## config.mk

```make
export PLATFORM = sky130hd
export DESIGN_NAME = proof_mod_addsub_limb
export DESIGN_NICKNAME = d
export VERILOG_FILES = /design/src/rtl/proof_mod_addsub_limb.sv
export SDC_FILE = /design/constraint.sdc
export NUM_CORES = 2
export LEC_CHECK = 0
export CORE_UTILIZATION = 35
export CTS_CLUSTER_SIZE = 14
export DETAILED_ROUTE_END_ITERATION = 10
export GPL_TIMING_DRIVEN = 0
export HOLD_SLACK_MARGIN = 0.12
export SYNTH_ARGS = -nofsm -noshare
export SYNTH_HDL_FRONTEND = slang
export SYNTH_SLANG_ARGS = --single-unit
```

## constraint.sdc

```tcl
create_clock -name clk_i -period 7.4 [get_ports clk_i]
set_input_delay 0.74 -clock clk_i [delete_from_list [all_inputs] [get_ports clk_i]]
set_output_delay 0.74 -clock clk_i [all_outputs]
set_load 0.02 [all_outputs]
```

## src/rtl/proof_mod_addsub_limb.sv

```systemverilog
// proof_mod_addsub_limb
// Limb-serial modular adder/subtractor: c = a+b, a-b, -a or 2a (mod p),
// for an odd prime p with W-bit operands. One LW-bit adder is stepped over
// NL = W/LW limbs in two passes. Latency is fixed and does not depend on data.
//
// Handshake: a request is accepted on a rising edge where start_i=1 and
// ready_o=1. Operands, modulus and op are captured on that edge, and inputs
// may change afterwards. done_o pulses for exactly one cycle when the result
// is valid. A request in the done cycle is accepted, so operations can run
// back to back. start_i while ready_o=0 is dropped silently.
//
// Ports:
//   clk_i    rising-edge clock
//   arst_ni  asynchronous active-low reset
//   start_i  request strobe
//   op_i     00 add, 01 sub, 10 neg, 11 double
//   modp_i   modulus p (W bits)
//   data_i   operand a (W bits)
//   datb_i   operand b (W bits), used only by add and sub
//   ready_o  block can accept a request
//   done_o   one-cycle pulse: datc_o and err_o are valid
//   err_o    a used operand was >= p
//   datc_o   result, held until the next done_o
module proof_mod_addsub_limb #(
  parameter int W  = 256,
  parameter int LW = 64
) (
  input  logic         clk_i,
  input  logic         arst_ni,
  input  logic         start_i,
  input  logic [1:0]   op_i,
  input  logic [W-1:0] modp_i,
  input  logic [W-1:0] data_i,
  input  logic [W-1:0] datb_i,
  output logic         ready_o,
  output logic         done_o,
  output logic         err_o,
  output logic [W-1:0] datc_o
);

  localparam int NL = W / LW;
  localparam int KW = (NL > 1) ? $clog2(NL) : 1;
  localparam logic [KW-1:0] K_LAST = KW'(NL - 1);

  if (LW < 1 || LW > W || (W % LW) != 0) begin : g_bad_params
    $error("proof_mod_addsub_limb: W must be a multiple of LW and LW <= W");
  end

  localparam logic [1:0] ST_IDLE = 2'd0;
  localparam logic [1:0] ST_P1   = 2'd1;
  localparam logic [1:0] ST_P2   = 2'd2;
  localparam logic [1:0] ST_FIN  = 2'd3;

  localparam logic [1:0] OP_ADD = 2'b00;
  localparam logic [1:0] OP_SUB = 2'b01;
  localparam logic [1:0] OP_NEG = 2'b10;
  localparam logic [1:0] OP_DBL = 2'b11;

  // FSM state, kept under a stable name for checkers.
  logic [1:0]    state_q;
  logic [KW-1:0] k_q;        // limb index within the current pass
  logic [W-1:0]  x_q;        // first operand of pass 1
  logic [W-1:0]  y_q;        // second operand of pass 1
  logic [W-1:0]  p_q;        // latched modulus
  logic [W-1:0]  s_q;        // pass 1 result: x +/- y mod 2^W
  logic [W-1:0]  t_q;        // pass 2 result: s -/+ p mod 2^W
  logic          c_q;        // carry (add) or borrow (sub) between limbs
  logic          c1_q;       // carry/borrow out of pass 1
  logic          sub_q;      // internal mode: 1 = subtract in pass 1
  logic          err_pend_q; // operand range error seen at accept
  logic [W-1:0]  datc_q;
  logic          err_q;

  logic          accept;
  logic          in_p1;
  logic          pass_sub;
  logic          last_limb;
  int            lo;
  logic [LW-1:0] opa;
  logic [LW-1:0] opb;
  logic [LW-1:0] opb_m;
  logic          cin;
  logic [LW:0]   sum_w;
  logic          c_next;
  logic [W-1:0]  t_full;
  logic          take_t;
  logic          err_at_accept;
  logic [W-1:0]  x_d;
  logic [W-1:0]  y_d;
  logic          sub_d;

  assign ready_o = (state_q == ST_IDLE) || (state_q == ST_FIN);
  assign done_o  = (state_q == ST_FIN);
  assign err_o   = err_q;
  assign datc_o  = datc_q;
  assign accept  = start_i && ready_o;

  // Remap the requested op onto (x, y, mode) and flag out-of-range operands.
  always_comb begin
    x_d           = data_i;
    y_d           = datb_i;
    sub_d         = 1'b0;
    err_at_accept = (data_i >= modp_i);
    case (op_i)
      OP_ADD: begin
        err_at_accept = (data_i >= modp_i) || (datb_i >= modp_i);
      end
      OP_SUB: begin
        sub_d         = 1'b1;
        err_at_accept = (data_i >= modp_i) || (datb_i >= modp_i);
      end
      OP_NEG: begin
        x_d   = '0;
        y_d   = data_i;
        sub_d = 1'b1;
      end
      OP_DBL: begin
        y_d = data_i;
      end
      default: begin
        x_d = data_i;
      end
    endcase
  end

  // Shared limb adder. Pass 1 does x +/- y. Pass 2 does s - p for add modes
  // and s + p for sub modes. c_q always holds the true carry or borrow, so
  // the adder's carry-in/out are inverted when subtracting (a - b = a + ~b + 1).
  always_comb begin
    in_p1     = (state_q == ST_P1);
    last_limb = (k_q == K_LAST);
    lo        = int'(k_q) * LW;
    if (in_p1) begin
      opa      = x_q[lo +: LW];
      opb      = y_q[lo +: LW];
      pass_sub = sub_q;
    end else begin
      opa      = s_q[lo +: LW];
      opb      = p_q[lo +: LW];
      pass_sub = ~sub_q;
    end
    opb_m  = pass_sub ? ~opb : opb;
    cin    = pass_sub ? ~c_q : c_q;
    sum_w  = {1'b0, opa} + {1'b0, opb_m} + {{LW{1'b0}}, cin};
    c_next = pass_sub ? ~sum_w[LW] : sum_w[LW];

    // The top limb of t is still combinational when the result is chosen.
    t_full             = t_q;
    t_full[lo +: LW]   = sum_w[LW-1:0];

    // Add: take s-p if x+y overflowed 2^W or s >= p (no borrow).
    // Sub: add p back only if x-y borrowed.
    if (sub_q) begin
      take_t = c1_q;
    end else begin
      take_t = c1_q | ~c_next;
    end
  end

  always_ff @(posedge clk_i or negedge arst_ni) begin
    if (!arst_ni) begin
      state_q    <= ST_IDLE;
      k_q        <= '0;
      x_q        <= '0;
      y_q        <= '0;
      p_q        <= '0;
      s_q        <= '0;
      t_q        <= '0;
      c_q        <= 1'b0;
      c1_q       <= 1'b0;
      sub_q      <= 1'b0;
      err_pend_q <= 1'b0;
      datc_q     <= '0;
      err_q      <= 1'b0;
    end else begin
      case (state_q)
        ST_IDLE, ST_FIN: begin
          if (accept) begin
            state_q    <= ST_P1;
            k_q        <= '0;
            c_q        <= 1'b0;
            c1_q       <= 1'b0;
            x_q        <= x_d;
            y_q        <= y_d;
            p_q        <= modp_i;
            sub_q      <= sub_d;
            err_pend_q <= err_at_accept;
            err_q      <= 1'b0;
          end else begin
            state_q <= ST_IDLE;
          end
        end
        ST_P1: begin
          s_q[lo +: LW] <= sum_w[LW-1:0];
          if (last_limb) begin
            c1_q    <= c_next;
            c_q     <= 1'b0;
            k_q     <= '0;
            state_q <= ST_P2;
          end else begin
            c_q <= c_next;
            k_q <= k_q + KW'(1);
          end
        end
        ST_P2: begin
          t_q[lo +: LW] <= sum_w[LW-1:0];
          if (last_limb) begin
            c_q     <= 1'b0;
            k_q     <= '0;
            datc_q  <= take_t ? t_full : s_q;
            err_q   <= err_pend_q;
            state_q <= ST_FIN;
          end else begin
            c_q <= c_next;
            k_q <= k_q + KW'(1);
          end
        end
        default: begin
          state_q <= ST_IDLE;
        end
      endcase
    end
  end

endmodule
```

==> reports/metrics.cfg <==
[status]
status=finished, violations left
violations=max-capacitance violations, max-slew violations

[yosys]
synth_most_common_cell=nand2_1
async_flop_share=1.00
synth-main-ff-cell=dfrtp_1
synth_top_area_frac=0.441
netlist_area_um2=87600
syn-mean-instance-area_um2=9.10
yosysUniqueCellTypes=81
yosysSeqAreaShare=0.441
synth.area.top_cells=dfrtp_1 (44%), nand2_1 (9.7%), ha_1 (8.4%)
synthTopCellsByCount=nand2_1 (2,267), dfrtp_1 (1,545), o21ai_0 (791)
synthCells=9628
ys_warn_count=0
syn-num-nets=11000
synth_edf_count=0
yosys.area.top_type=dfrtp_1
ys_ff_latch=1545

[sta]
slew_violations=16
rsz0062_at_grt=yes
slew_headroom=-0.0528
tightest_slew_ps=1570
final.setup.tns_ps=0
max_freq_mhz=135
skew_ps=47.9
setup_viol=0
timing.final.crit_share=0.999
hold_viol_final=0
min_period_ps=7390

[worst_setup_path]
r2r_slack_ps=8
worstSetupEndpointType=register
cp.arrival_ps=8150
criticalPathCategory=reg -> reg
rr_startpoint=k_q[0]
critPathMaxFanout=10
cp-start-kind=register
worst-r2r-cell-count=21
r2r-end=datc_o[61]
critical_path_required_ps=8150

[hold_path]
hold_start=datc_o[2]
hold_depth=2
hold_end=datc_o[2]
worstHoldPathType=reg -> reg

[final_layout]
regArea_um2=38700
multi_input_area_um2=45800
n_fill_cell=24600
nNetsFinal=12300
drive_gt1_frac=0.0803
area_delta_synth_final_pct=26.1
fin_util=0.444

[clocking]
clkSinkCount=1545
tritoncts=yes
cts_buffer_depth=3
path_clk_slew_ps=70
root_buffer=clkbuf_16
worstSkewPairLatency_ps=880
cts_htree_levels=4
cts_made_buffers=177

[global_route]
gr-total-overflow=0
grt_max_degree=178
grt_first_pass_wirelength_um=727000
grt.total_usage=0.428
grt_pass1_vias=83300
antenna_found_initial=108

[routing]
drt_iter0_drc=12400
drc=0
wirelength_um=551000
via_per_inst=6.11
wl_per_cell_um=38.2
vias=88100
first_pass_iters=7
antenna_left=0

[floorplan]
core_area_um2=249000
io_pins=1032
num_rows=183
dieHeight_um=502
dieArea_um2=252000
die_x_um=502
initial_utilization=0.352

[flow_run]
drv_cap=2

[placed_design]
portBuffers=1031
gp_congestion=1.06
dp_hpwl_um=460000

[critical path, stage by stage (launching register included)]
cell and delay, ps:
dfrtp_1 430, clkbuf_4 380, clkbuf_8 320, buf_4 300
clkbuf_8 320, buf_2 400, mux4_2 450, nand2_1 250
nand2_1 240, ha_1 550, nand4_1 270, or3_1 500
or4_1 590, a211oi_4 400, o311ai_1 240, o21ai_2 340
a31oi_1 180, xnor2_2 160, buf_4 160, buf_4 210
a221oi_1 370, nor3_2 90
[worst max-delay path by stage]
stage / to / slack [ps] / cells past startpoint / from
after CTS: datc_o[61] / 10 / 21 / state_q[1]
after global placement: p_q[221] / -67360 / 1 / arst_ni
final: datc_o[61] / 8 / 21 / k_q[0]
after detailed placement: datc_o[227] / -3420 / 21 / k_q[0]
after global routing: datc_o[196] / -30 / 25 / state_q[1]
after floorplan: datc_o[250] / 1740 / 21 / k_q[0]
[cell families (layout without fill, tap and decap cells)]
| kind of cell | Yosys count | after routing | share of synthesized area |
|---|---|---|---|
| adder cells (fa/ha/maj) | 591 | 591 | 0.0846 |
| buffers and inverters | 979 | 2407 | 0.0426 |
| flip-flops | 1545 | 1545 | 0.441 |
| XOR/XNOR | 127 | 127 | 0.0130 |
| multiplexers | 344 | 344 | 0.0760 |
| AND/OR/NAND/NOR | 3737 | 3737 | 0.183 |
| other | 0 | 38 | 0 |
| AO/OA/AOI/OAI | 2305 | 2305 | 0.159 |
[what timing repair did]
item | CTS | global route
hold endpoints to repair | 100 | 0
setup endpoints to repair | 715 | 287
gates resized for setup | 133 | 89
pin swaps | 7 | 3
hold buffers | 1 | 0
gates cloned | 0 | 0
setup buffers | 14 | 4
[state kept, by name, summed over array words and instances (netlist names), 2 cells and up]
name / cells
datc_o: 256
state_q: 2
k_q: 2
x_q: 256
s_q: 256
t_q: 256
p_q: 256
y_q: 256
[cell usage in the layout (no fill, tap or decap), drive strengths merged, types with 67 or more instances in the layout]
cell type      instances
nor2                 692
clkdlybuf4s50       1030
a31oi                277
ha                   589
a21o                 126
nand2               2268
nand3b               255
nand3                 93
clkbuf               823
mux2i                 80
o211ai                80
o31ai                 67
a21oi                560
mux4                 256
nand4                125
inv                  312
a22o                 115
xnor2                104
buf                  165
dfrtp               1545
nor3                 143
o21ai                794
[area by class of cell]
class | count | share of cell area
inverter | 306 | 0.0104
antenna | 38 | 0.000861
clock buffer | 247 | 0.0464
buffer | 669 | 0.0256
tap | 3330 | 0.0377
timing repair buffer | 1110 | 0.104
multi-input combinational | 7104 | 0.415
clock inverter | 75 | 0.00962
sequential | 1545 | 0.350
[layer usage]
metal  vias up  share of wire  global-route usage
met4        16          0.078               0.282
met5         -        0.00018                   0
met1     44600           0.40               0.578
met2      5834           0.41               0.610
met3      1073           0.10              0.0984
li1      36600              -                   -
[per-stage QoR]
stage | hold slack (ps) | worst slack, ps | instance area (um2) | instances
final | 466 | 7.52 | 110000 | 14400
after global routing | 488 | -28.0 | 110000 | 14400
after CTS | 455 | 10.8 | 110000 | 14400
after detailed placement | 453 | -3420 | 104000 | 14000
after global placement | 444 | -67360 | 102000 | 14000
after floorplan | 434 | 1740 | 87600 | 9628
Power is not shown: default switching activity piles up to over one toggle a cycle in this logic, so the estimate is an artifact.
